<file path="src/rtl/noc_port_arbiter.sv">
// Round-robin, packet-granular arbiter with a per-requester burst limit.
// It shares one NoC injection port through a single registered valid/ready output stage.
module noc_port_arbiter #(
  parameter int N_REQ     = 4,
  parameter int WIDTH_PKT = 36,
  parameter int BURST     = 2,
  parameter int ID_WIDTH  = $clog2(N_REQ)
) (
  input  logic                       clk,
  input  logic                       rst_n,
  input  logic [N_REQ*WIDTH_PKT-1:0] i_packet_in,
  input  logic [N_REQ-1:0]           i_valid_in,
  output logic [N_REQ-1:0]           i_ready_out,
  output logic [WIDTH_PKT-1:0]       o_packet_out,
  output logic                       o_valid_out,
  input  logic                       o_ready_in,
  output logic [ID_WIDTH-1:0]        o_grant_id
);

  localparam int CNT_W = $clog2(BURST + 1);
  localparam logic [CNT_W-1:0]    BURST_C = CNT_W'(BURST);
  localparam logic [CNT_W-1:0]    CNT_ONE = CNT_W'(1);
  localparam logic [ID_WIDTH-1:0] PTR_RST = ID_WIDTH'(N_REQ - 1);

  logic [WIDTH_PKT-1:0] pkt_q, pkt_d;
  logic                 valid_q, valid_d;
  logic [ID_WIDTH-1:0]  gid_q, gid_d;
  logic [ID_WIDTH-1:0]  ptr_q, ptr_d;
  logic [CNT_W-1:0]     cnt_q, cnt_d;

  logic [ID_WIDTH-1:0]  sel, idx;
  logic [WIDTH_PKT-1:0] sel_pkt;
  logic                 load_en, any_valid, others, stay, found, xfer;

  assign load_en   = !valid_q || o_ready_in;
  assign any_valid = |i_valid_in;
  assign xfer      = load_en && any_valid;
  assign sel_pkt   = i_packet_in[int'(sel)*WIDTH_PKT +: WIDTH_PKT];

  // cnt==0 only occurs after reset and means "no current owner", so the
  // reset pointer does not keep the port and the first search starts at 0.
  always_comb begin
    others = 1'b0;
    for (int k = 0; k < N_REQ; k++) begin
      if (k != int'(ptr_q) && i_valid_in[k]) others = 1'b1;
    end
    stay  = i_valid_in[ptr_q] &&
            (((cnt_q != '0) && (cnt_q < BURST_C)) || !others);
    sel   = ptr_q;
    idx   = ptr_q;
    found = 1'b0;
    for (int off = 1; off <= N_REQ; off++) begin
      idx = ID_WIDTH'((int'(ptr_q) + off) % N_REQ);
      if (!found && i_valid_in[idx]) begin
        sel   = idx;
        found = 1'b1;
      end
    end
    if (stay) sel = ptr_q;
  end

  always_comb begin
    i_ready_out = '0;
    if (xfer) i_ready_out[sel] = 1'b1;
  end

  always_comb begin
    pkt_d   = pkt_q;
    valid_d = valid_q;
    gid_d   = gid_q;
    ptr_d   = ptr_q;
    cnt_d   = cnt_q;
    if (xfer) begin
      pkt_d   = sel_pkt;
      gid_d   = sel;
      valid_d = 1'b1;
      if (sel == ptr_q) begin
        if (cnt_q < BURST_C) cnt_d = cnt_q + CNT_ONE;
      end else begin
        ptr_d = sel;
        cnt_d = CNT_ONE;
      end
    end else if (o_ready_in) begin
      valid_d = 1'b0;
    end
  end

  always_ff @(posedge clk or negedge rst_n) begin
    if (!rst_n) begin
      pkt_q   <= '0;
      valid_q <= 1'b0;
      gid_q   <= '0;
      ptr_q   <= PTR_RST;
      cnt_q   <= '0;
    end else begin
      pkt_q   <= pkt_d;
      valid_q <= valid_d;
      gid_q   <= gid_d;
      ptr_q   <= ptr_d;
      cnt_q   <= cnt_d;
    end
  end

  assign o_packet_out = pkt_q;
  assign o_valid_out  = valid_q;
  assign o_grant_id   = gid_q;

endmodule

</file>
<file path="config.mk">
export PLATFORM = sky130hd
export DESIGN_NAME = noc_port_arbiter
export DESIGN_NICKNAME = d
export VERILOG_FILES = /design/src/rtl/noc_port_arbiter.sv
export SDC_FILE = /design/constraint.sdc
export NUM_CORES = 1
export LEC_CHECK = 0
export ABC_AREA = 1
export CAP_MARGIN = 20
export CORE_ASPECT_RATIO = 1.1
export CORE_UTILIZATION = 41
export DETAILED_ROUTE_END_ITERATION = 12
export PLACE_DENSITY = 0.87
export SETUP_SLACK_MARGIN = 0.05
export SLEW_MARGIN = 20
export SYNTH_ARGS = -nofsm -noshare
export SYNTH_HDL_FRONTEND = slang
export SYNTH_SLANG_ARGS = --single-unit
</file>
<file path="constraint.sdc">
create_clock -name clk -period 3.85 [get_ports clk]
set_input_delay 0.77 -clock clk [delete_from_list [all_inputs] [get_ports clk]]
set_output_delay 0.77 -clock clk [all_outputs]
set_load 0.03 [all_outputs]
</file>
**Word-level counts from Yosys, hierarchy flattened**

Index checks and enable logic that the tools add are counted.

- Add/sub/neg operators: 5
- $mul: 1
- Magnitude comparators: 8
- Equality and inequality tests: 5
- Shift operators: 1
- Multiplexer cells: 29
- Bitwise operators: 1
- Reductions and logical operators: 24

Operators by type and width:

| cell | count |
|---|---|
| $shiftx 144x9->36 | 1 |
| $lt 2x3->1 const B | 6 |
| $mux 1 | 15 |
| $mux 2 | 7 |
| $logic_and 1x1->1 | 11 |
| $bmux 1 s2 | 5 |
| $add 2x1->2 const B | 3 |
| $mul 2x4->6 const B | 1 |
| $reduce_bool 2->1 | 3 |
| $logic_not 1->1 | 5 |
| $add 2x2->2 const B | 2 |
| $mux 4 | 1 |
| $ne 2x2->1 const A | 2 |
| $reduce_and 2->1 | 2 |
| $reduce_or 4->1 | 1 |
| $demux 1 s2 | 1 |
| $eq 2x2->1 | 1 |
| $ge 2x1->1 const B | 1 |
| $logic_or 1x1->1 | 2 |
| $lt 2x2->1 const B | 1 |
| $ne 1x2->1 const A | 1 |
| $ne 2x2->1 const B | 1 |
| $not 1->1 | 1 |

- Bits in registers: 43
- Output and inout bits: 43

**Longest topological paths before layout**

Gate-level depths: netlist of the first run.

- Depth in word-level cells: 19
- Mapped depth: 18
- Gate-level depth less buffers: 16

**Worst setup path before layout of the first run**

Ideal clock, no wire load.

- Path kind: register to output
- Start point: reg ptr_q[0]
- End point: out i_ready_out[1]
- Data arrival time: 2672 ps
- Data required time: 3080 ps
- Slack: 408 ps
- Stages on the path, launching flop included: 15
- Buffers on the path: 2
- Cells stage by stage: dfstp_2 inv_2 ha_1 inv_1 nand3_2 nand2_2 inv_2 nand3_2 nand2_1 nand2_1 nand2_4 nand2_2 buf_6 buf_6 nor3_1

- Cells in the longest elaborated chain, start to end: 19

Ends and longest elaborated chain:

| what | RTL line | RTL |
|---|---|---|
| start, declared | 28 | `logic [ID_WIDTH-1:0] ptr_q, ptr_d;` |
| start signal, assigned | 99 | `ptr_q <= ptr_d;` |
| $add 2x1->2 | 53 | `idx = ID_WIDTH'((int'(ptr_q) + off) % N_REQ);` |
| $bmux 1 s2 | 54 | `if (!found && i_valid_in[idx]) begin` |
| $mux 1 (implied by the code) | 54 |  |
| $mux 1 | 54 |  |
| $logic_not 1->1 | 54 |  |
| $logic_and 1x1->1 | 54 |  |
| $mux 1 | 54 |  |
| $logic_not 1->1 | 54 |  |
| [3 not listed] | n/a |  |
| $logic_and 1x1->1 | 54 |  |
| $mux 2 | 54 |  |
| $mux 2 (*) | 59 | `if (stay) sel = ptr_q;` |
| $lt 2x3->1 (implied by the code) / $ge 2x1->1 (equally long branches) | 64 | `if (xfer) i_ready_out[sel] = 1'b1;` |
| $logic_and 1x1->1 (implied by the code) | 64 |  |
| $mux 1 (implied by the code) | 64 |  |
| $demux 1 s2 (*) | 64 |  |
| $mux 4 (*) | 64 |  |
| end, declared | 13 | `output logic [N_REQ-1:0] i_ready_out,` |

Every way passes the cells marked *; elsewhere a longest branch is shown, timed or not. The select of a mux whose other input is x is not followed.

**Worst setup path after layout of the first run**

- Start point: reg ptr_q[1]
- End point: out i_ready_out[3]

The elaborated chain is that of the path after synthesis.

==> results of run 1 <==
## per-layer routing
layer  GRT usage (%)  routed length (um)
met4            7.25                 271
met5               0                   0
met1            30.7                5050
met2            39.5                5670
met3            5.99                 815
## report_power, final
| group | total (uW) | internal [uW] | switching (uW) |
|---|---|---|---|
| clock | 278 | 128 | 150 |
| sequential | 829 | 697 | 133 |
| combinational | 4880 | 1720 | 3160 |
| total | 5980 | 2540 | 3440 |
## flip-flops by register name (all words and copies together), names as in the netlist
| register | count |
|---|---|
| cnt_q | 2 |
| ptr_q | 2 |
| o_valid_out | 1 |
| o_grant_id | 2 |
| o_packet_out | 36 |
## per-stage QoR
stage	hold WS (ns)	std cells
6_report	0.483	982
5_1_grt	0.497	982
4_1_cts	0.486	982
3_5_place_dp	0.464	974
3_3_place_gp	0.460	974
2_1_floorplan	0.464	691
## how the worst max path moves through the flow
stage / start / endpoint / slack, ns / cells past startpoint
after floorplan: ptr_q[0] / i_ready_out[1] / 0.41 / 14
after global placement: i_valid_in[2] / i_ready_out[3] / 0.49 / 12
after detailed placement: i_valid_in[2] / i_ready_out[3] / 0.46 / 14
after CTS: ptr_q[1] / i_ready_out[3] / 0.33 / 13
after global routing: ptr_q[1] / i_ready_out[3] / 0.05 / 12
final: ptr_q[1] / i_ready_out[3] / 0.33 / 12
## worst reg2reg max path, cell delays in order, from the launching register on
cell and delay [ns]:
dfstp_2 0.62, inv_1 0.17, ha_1 0.42, inv_1 0.11, nand3_2 0.11, nand2_2 0.07
inv_2 0.07, nand3_2 0.08, nand2_1 0.08, nand2_1 0.08, nand2_4 0.07, buf_4 0.56
nand3_1 0.24, nand3_1 0.13, nand2_1 0.06, nand2_1 0.05, nand2_1 0.05
## layout make-up
type                    instances  area (um2)
clock buffers                   7        76.3
fillers                       888        3370
clock inverters                 1        5.00
flip-flops and latches         43        1080
multi-input cells             449        2020
repair buffers                203        1990
well taps                     117         146
inverters                     162         608
## cells by family after synthesis
logic type               synth area share (%)
AND/OR/NAND/NOR                          48.4
buffers and inverters                    20.9
flip-flops                               27.6
AO/OA/AOI/OAI                            1.34
adder cells (fa/ha/maj)                  1.60
XOR/XNOR                                0.224
## placed cells by master, fill, tap and decap left out, drive strengths merged
master	Yosys	routed
clkinv	0	1
o21bai	1	1
clkdlybuf4s50	0	188
nand4	3	3
nand3	157	157
dfstp	2	2
buf	18	15
nor3	1	1
nor2	8	8
o21ai	4	4
clkbuf	19	7
inv	162	162
and2	1	1
a21oi	2	2
xor2	1	1
dfrtp	41	41
ha	5	5
nor4	1	1
o21a	1	1
a21boi	1	1
nand2	263	263
==> reports/qor.txt, run 1 <==
Largest vdd supply drop - 0.000761 V
Setup violators final - 0
Outcome - finished, final reports clean
Post-CTS Resized - 0
P&R area growth vs syn - 51.8%
Vias - 4,610
Die height - 104 um
Clock Sinks - 43
Iter 0 DRT Violations - 226
Worst setup EP type - output pin
CP top delay family - simple AND/OR/NAND/NOR gates
Sequential share of the synthesized area - 27.6%
Worst slack, placed - 0.463 ns
Fin util - 63.7%
Final HPWL DP - 8.45 mm
Worst-skew pair later-pin latency - 0.29 ns
Slowest stage delay, CP - 0.62 ns
Hold crit path type - reg -> reg
WL final - 11.8 mm
Number of flops mapped to enable cells by yosys - 0
Post-synthesis async set-or-reset flop share - 100%
Ports - 194
Crit path kind - reg -> out
Port bufs - 193
Synth Cell Area - 3910 um2
Root Driver - clkbuf_8
Yosys top cell area share - 26.3%
Dpl cell area - 5850 um2
Setup Buffers After CTS - 0
Worst hold stages - 2
R2r setup slk - 0.77 ns
Final min period - 3.52 ns
Net count, final - 1,020
Die footprint - 9930 um2
Global route overflow - 0
Largest net degree at the start of global routing - 73
Crit-path max FO - 8
R2r worst-path depth - 16
Final hold violations - 0
Cell Pwr Density - 1010 nW/um2
Setup_tns - 0 ns
DR DRC count - 0
Synthesis-stage register bit count - 43
Slew HR - 35.4%
Syn nets - 847
RR Startpoint - ptr_q[1]
Count of pins over their slew limit - 0
Worst slew pin tran - 0.969 ns
HP Start - o_packet_out[17]
RSZ-0062 raised after global routing - false
CTS Hold Bufs - 0
Yosys warns - 0
Antenna-violating nets left - 0
LEAKAGE - 0.00340 uW
Fin area - 5930 um2
Max stage delay cell, worst path - dfstp_2
CP Buf/Inv Count - 3
Clk pin slew, worst setup/hold paths - 0.08 ns
Skew final - 0.00168 ns
Worst Setup Slack, final - 0.327 ns
Antenna Cells - 0
Count leader, synth - nand2_1
Vias per cell - 4.69
Die Wd - 95.1 um
Synth Flop Type - dfrtp_1
Critical Path Source Type - flip-flop
Critical Path RT - 3.08 ns
CTS tree - done
Fmax - 284 MHz
# rows - 37
Post-Syn Instances - 691
Layout cells sized above 1 - 4.62%
Core area - 9310 um2
R2r endpoint - o_packet_out[0]
Initial antenna violation count - 0
Post-synth cell types - 27
TritonRoute pass-1 iters - 6
Top cells by area, synth - dfrtp_1 (26%), nand2_1 (25%), nand3_1 (20%)
Syn Area/Cell - 5.65 um2
Post-synth top cells - nand2_1 (257), inv_1 (157), nand3_1 (154)
Tot GR Track Use - 24.1%
Post-DR wirelength/cell - 12.0 um
Cell taking the most area after synthesis - dfrtp_1
Starting Density - 42.0%
Global-route wire length before repair - 19.2 mm
GP Congestion - 0.833
# H-tree levels - 2
Vias in the first global route - 4,154
Max_cap viols - 0
Fin crit share - 91.5%
Crit path cell chain - inv_1, ha_1, inv_1, nand3_2, a21boi_0, nand2_1, nand2_1, nand3_1, nand2_1, nand2_1, nor2_1, buf_4
Clk buf depth - 2
Crit path top cell by count - nand2_1
Hold endpoint - o_packet_out[17]
Inserted Clock Buffers - 5
Total power - 5980 uW
Critical Path AT - 2.75 ns
(Power assumes the default switching activity.)
==> run 2: changes to the inputs <==
- CORE_MARGIN: unset -> 10
- clock period: 3.85 -> 3.86 ns (I/O delays scaled with it)
==> run 2 against run 1 <==
  * Total power is 0.15% lower
  * Critical path type unchanged
  * Clock power is 1% lower
  * Wire length is 12% higher
==> reports/qor.txt, run 2 (same netlist as run 1, synthesis figures left out) <==
Outcome - finished, final reports clean (unchanged)
Worst setup EP type - output pin (unchanged)
Tot GR Track Use - 18.4% (was 24.1%)
Antenna Cells - 0 (unchanged)
Largest net degree at the start of global routing - 73 (unchanged)
P&R area growth vs syn - 51.6% (was 51.8%)
# H-tree levels - 2 (unchanged)
GP Congestion - 0.872 (was 0.833)
Slowest stage delay, CP - 0.64 ns (was 0.62 ns)
WL final - 13.3 mm (was 11.8 mm)
Die Wd - 113 um (was 95.1 um)
Placed cells - 973 (was 974)
CTS tree - done (unchanged)
TritonRoute pass-1 iters - 4 (was 6)
DR DRC count - 0 (unchanged)
Starting Density - 41.8% (was 42.0%)
LEAKAGE - 0.00340 uW (about the same)
Slew HR - 37.4% (was 35.4%)
Hold crit path type - reg -> reg (unchanged)
Iter 0 DRT Violations - 241 (was 226)
Vias per cell - 4.71 (was 4.69)
Layout cells sized above 1 - 4.75% (was 4.62%)
Initial antenna violation count - 0 (unchanged)
Critical Path AT - 2.78 ns (was 2.75 ns)
Final min period - 3.55 ns
Final HPWL DP - 10.1 mm (was 8.45 mm)
Crit-path max FO - 8 (unchanged)
Largest register FFs - 36 (unchanged)
CP Buf/Inv Count - 5 (was 3)
Setup Buffers After CTS - 0 (unchanged)
Final hold violations - 0 (unchanged)
Clock Sinks - 43 (unchanged)
Global route overflow - 0 (unchanged)
Critical Path Source Type - flip-flop (unchanged)
Count of pins over their slew limit - 0 (unchanged)
Clk buf depth - 2 (unchanged)
Inserted Clock Buffers - 5 (unchanged)
CP top delay family - simple AND/OR/NAND/NOR gates (unchanged)
Fmax - 282 MHz
Crit path cell chain - inv_1, ha_1, inv_1, nand3_2, nand2_2, inv_2, nand3_2, inv_2, nand2_1, nand3_1, nand2_1, nand2_1, nor2_1, buf_4 (was inv_1, ha_1, inv_1, nand3_2, a21boi_0, nand2_1, nand2_1, nand3_1, nand2_1, nand2_1, nor2_1, buf_4)
Non-Filler Instances - 981 (was 982)
Post-DR wirelength/cell - 13.5 um (was 12.0 um)
Global-route wire length before repair - 21.4 mm (was 19.2 mm)
Max stage delay cell, worst path - dfstp_2 (unchanged)
Max_cap viols - 0 (unchanged)
# rows - 37 (unchanged)
Setup violators final - 0 (unchanged)
Vias in the first global route - 4,374 (was 4,154)
Root Driver - clkbuf_8 (unchanged)
Crit path kind - reg -> out (unchanged)
# fillers - 907 (was 888)
Die height - 122 um (was 104 um)
Worst slew pin tran - 0.940 ns (was 0.969 ns)
Vias - 4,625 (was 4,610)
Fin util - 63.4% (was 63.7%)
Most common cell after layout, fill and taps aside - nand2_1 (unchanged)
RSZ-0062 raised after global routing - false (unchanged)
Post-CTS Resized - 0 (unchanged)
Critical Path RT - 3.09 ns (was 3.08 ns)
Cell Pwr Density - 1010 nW/um2 (about the same)
Crit path top cell by count - nand2_1 (unchanged)
Net count, final - 1,019 (was 1,020)
Commonest cells after routing, fill and taps aside - nand2_1 (257), clkdlybuf4s50_1 (188), inv_1 (157), nand3_1 (154), dfrtp_1 (41) (unchanged)
CTS Hold Bufs - 0 (unchanged)
Largest vdd supply drop - 0.000731 V (was 0.000761 V)
Core area - 9350 um2 (was 9310 um2)
Antenna-violating nets left - 0 (unchanged)
Fin crit share - 91.9%
Port bufs - 193 (unchanged)
Setup_tns - 0 ns (unchanged)
Ports - 194 (unchanged)
Clk pin slew, worst setup/hold paths - 0.08 ns (about the same)
Worst-skew pair later-pin latency - 0.29 ns (about the same)
Hold_ws - 0.481 ns (was 0.483 ns)
Die footprint - 13,800 um2 (was 9930 um2)
Skew final - 0.00645 ns (was 0.00168 ns)
-- run 2: cell count changes in the layout (fill, tap and decap cells not counted), sizes merged --
cell,previous run,this run
clkinv,1,3
buf,15,14
clkbuf,7,5
-- run 2: through the flow --
| stage | area [um2] | setup WS (ns) | total power (uW) |
|---|---|---|---|
| after floorplan | 3910 | 0.416 | 4540 |
| after global placement | 5840 | 0.555 | 5660 |
| after detailed placement | 5840 | 0.514 | 5750 |
| after CTS | 5930 | 0.333 | 6040 |
| after global routing | 5930 | 0.0718 | 6670 |
| final | 5930 | 0.313 | 5980 |
-- run 2: layout make-up --
type | instances | area, um2 | area share, %
clock inverter | 3 | 15.0 | 0.253
clock buffer | 5 | 68.8 | 1.16
tap | 117 | 146 | 2.47
inverter | 162 | 608 | 10.3
sequential | 43 | 1080 | 18.2
timing repair buffer | 202 | 1980 | 33.5
multi-input combinational | 449 | 2020 | 34.2
-- run 2: worst reg2reg max path, cell delays in order (launching register included) --
cell and delay [ns]:
dfstp_2 0.64, inv_1 0.17, ha_1 0.42, inv_1 0.11
nand3_2 0.12, nand2_2 0.08, inv_2 0.08, nand3_2 0.09
nand2_1 0.07, nand2_1 0.08, nand2_4 0.07, buf_4 0.56
nand3_1 0.21, nand3_1 0.15, nand2_1 0.07, nand2_1 0.06
nand2_1 0.05
-- run 2: final timing paths --
path | cells past startpoint | to | slack (ns) | startpoint
max in group asynchronous | 1 | o_packet_out[27] | 2.65 | rst_n
hold / removal | 2 | o_packet_out[25] | 0.48 | o_packet_out[25]
setup / recovery | 14 | i_ready_out[3] | 0.31 | ptr_q[1]
min in group asynchronous | 1 | o_packet_out[11] | 0.62 | rst_n
hold reg to reg | 2 | o_packet_out[25] | 0.48 | o_packet_out[25]
setup reg to reg | 16 | o_packet_out[14] | 0.72 | ptr_q[1]
-- run 2: routing by layer --
metal	global-route usage [%]	part of all wire, %	up-vias
met4	4.37	1.2	0
met3	6.15	7.7	12
li1	-	-	2402
met2	33.0	52	153
met1	20.6	40	2058
met5	0	0	-
-- run 2: power by group --
part	internal (uW)	switching, uW
registers	695	131
clock network	124	150
logic	1710	3160
==> run 3: changes to the inputs <==
- CORE_MARGIN: 10 -> unset
- CTS_CLUSTER_DIAMETER: unset -> 40
==> run 3 against run 2 <==
  * Global-route usage grew 6.3 points
  * Clock-buffer cell count is the same
  * Die area shrank 28%
  * Final area grew 1.9%
  * Wire length shrank 10%
  * Largest power group unchanged
  * Worst setup slack lost 0.034 ns
  * Sequential share of layout area shrank 0.34 points
  * Register-to-register slack gained 0.08 ns
  * First-iteration DRC count shrank 20%
  * Combinational power is essentially flat
==> reports/qor.txt, run 3 (same netlist as run 1, synthesis figures left out) <==
Outcome - finished, final reports clean (unchanged)
Global route overflow - 0 (unchanged)
Count of pins over their slew limit - 0 (unchanged)
R2r setup slk - 0.80 ns (was 0.72 ns)
Global-route wire length before repair - 19.7 mm (was 21.4 mm)
Fin crit share - 92.8% (was 91.9%)
Port bufs - 193 (unchanged)
Slew HR - 49.5% (was 37.4%)
Clk pin slew, worst setup/hold paths - 0.09 ns (was 0.08 ns)
Core area - 9310 um2 (was 9350 um2)
DR DRC count - 0 (unchanged)
Final hold violations - 0 (unchanged)
Die height - 104 um (was 122 um)
P&R area growth vs syn - 54.5% (was 51.6%)
Max stage delay cell, worst path - dfstp_2 (unchanged)
LEAKAGE - 0.00345 uW (was 0.00340 uW)
TritonRoute pass-1 iters - 4 (unchanged)
Die Wd - 95.1 um (was 113 um)
Vias - 4,655 (was 4,625)
Crit-path max FO - 7 (was 8)
Setup violators final - 0 (unchanged)
Inserted Clock Buffers - 5 (unchanged)
Ports - 194 (unchanged)
RSZ-0062 raised after global routing - false (unchanged)
Worst slew pin tran - 0.757 ns (was 0.940 ns)
Slowest stage delay, CP - 0.61 ns (was 0.64 ns)
RR Startpoint - ptr_q[1] (unchanged)
Final HPWL DP - 8.60 mm (was 10.1 mm)
Worst slack, placed - 0.424 ns (was 0.514 ns)
Die footprint - 9930 um2 (was 13,800 um2)
Most common cell after layout, fill and taps aside - nand2_1 (unchanged)
Vias per cell - 4.72 (was 4.71)
Tot GR Track Use - 24.7% (was 18.4%)
Initial antenna violation count - 0 (unchanged)
Crit path kind - reg -> out (unchanged)
Critical Path AT - 2.81 ns (was 2.78 ns)
Net count, final - 1,024 (was 1,019)
GP Congestion - 0.827 (was 0.872)
Crit path top cell by count - nand2_1 (unchanged)
Antenna-violating nets left - 0 (unchanged)
CTS tree - done (unchanged)
Worst Setup Slack, final - 0.279 ns (was 0.313 ns)
Layout cells sized above 1 - 5.41% (was 4.75%)
Setup_tns - 0 ns (unchanged)
Crit path cell chain - inv_1, ha_2, inv_1, nand3_2, a21boi_0, nand2_1, nand2_1, nand3_1, nand2_1, nand2_1, nor2_1, buf_4 (was inv_1, ha_1, inv_1, nand3_2, nand2_2, inv_2, nand3_2, inv_2, nand2_1, nand3_1, nand2_1, nand2_1, nor2_1, buf_4)
Commonest cells after routing, fill and taps aside - nand2_1 (257), clkdlybuf4s50_1 (188), inv_1 (157), nand3_1 (154), dfrtp_1 (41) (unchanged)
Largest vdd supply drop - 0.000800 V (was 0.000731 V)
Cell Pwr Density - 1020 nW/um2 (was 1010 nW/um2)
Starting Density - 42.0% (was 41.8%)
WL final - 12.0 mm (was 13.3 mm)
Worst-skew pair later-pin latency - 0.30 ns (was 0.29 ns)
Critical Path Start - ptr_q[1] (unchanged)
Worst setup EP type - output pin (unchanged)
Hold crit path type - in -> async (was reg -> reg)
# rows - 37 (unchanged)
Largest register FFs - 36 (unchanged)
R2r worst-path depth - 16 (unchanged)
Antenna Cells - 0 (unchanged)
Iter 0 DRT Violations - 192 (was 241)
# H-tree levels - 2 (unchanged)
Max_cap viols - 0 (unchanged)
Fmax - 279 MHz (was 282 MHz)
Largest net degree at the start of global routing - 73 (unchanged)
Final min period - 3.58 ns (was 3.55 ns)
Clock Sinks - 43 (unchanged)
Vias in the first global route - 4,357 (was 4,374)
Root Driver - clkbuf_8 (unchanged)
Critical Path Source Type - flip-flop (unchanged)
CTS Hold Bufs - 0 (unchanged)
# fillers - 876 (was 907)
Clk buf depth - 2 (unchanged)
Post-DR wirelength/cell - 12.1 um (was 13.5 um)
Skew final - 0.00829 ns (was 0.00645 ns)
Critical Path RT - 3.09 ns (about the same)
run 3: repair_timing:
| action | 4_1_cts | 5_1_grt |
|---|---|---|
| buffers inserted | 0 | 3 |
| endpoints found under the setup margin | 0 | 1 |
| resized for setup | 0 | 1 |
run 3: layer usage:
layer | wire [um] | track usage, % | vias up
met4 | 236 | 6.93 | 0
met2 | 5950 | 41.5 | 143
li1 | - | - | 2411
met3 | 780 | 6.14 | 20
met5 | 0 | 0 | -
met1 | 4990 | 30.8 | 2081
run 3: path summary, 6_finish.rpt:
| kind | endpoint |
|---|---|
| setup / recovery | i_ready_out[3] |
| setup reg to reg | o_packet_out[16] |
| hold reg to reg | o_packet_out[28] |
| min in group clk | o_packet_out[28] |
| max in group asynchronous | o_packet_out[29] |
| hold / removal | o_packet_out[11] |
run 3: worst max-delay path, delay by kind of cell (launching register included):
family                     cells  cell delay [ns]
buffers and inverters          3             0.44
and+or+nand+nor                7             0.84
adders and majority gates      1             0.42
DFF                            1             0.61
AOI/OAI and AO/OA              1             0.20
run 3: metrics by stage:
| step | utilization (%) | hold WS (ns) | instance area, um2 | total power [uW] | instances |
|---|---|---|---|---|---|
| final | 64.9 | 0.446 | 6040 | 6150 | 986 |
| after global routing | 64.9 | 0.473 | 6040 | 6810 | 986 |
| after CTS | 64.3 | 0.485 | 5990 | 6170 | 982 |
| after detailed placement | 62.9 | 0.464 | 5850 | 5730 | 974 |
| after global placement | 62.9 | 0.461 | 5850 | 5670 | 974 |
| after floorplan | - | 0.464 | 3910 | 4540 | 691 |
run 3: layout make-up:
cell class              count  area (um2)  share of cell area, %
repair buffers            207        2040                   33.8
well taps                 117         146                   2.42
clock buffers               5        68.8                   1.14
multi-input cells         449        2030                   33.6
flip-flops and latches     43        1080                   17.9
inverters                 162         608                   10.1
clock inverters             3        67.6                   1.12
run 3: power breakdown:
part           total [uW]  leakage (uW)  internal (uW)  switching (uW)
clock network         417     0.0000644            258             159
logic                4910       0.00286           1740            3170
registers             823      0.000521            695             129
total                6150       0.00345           2690            3460
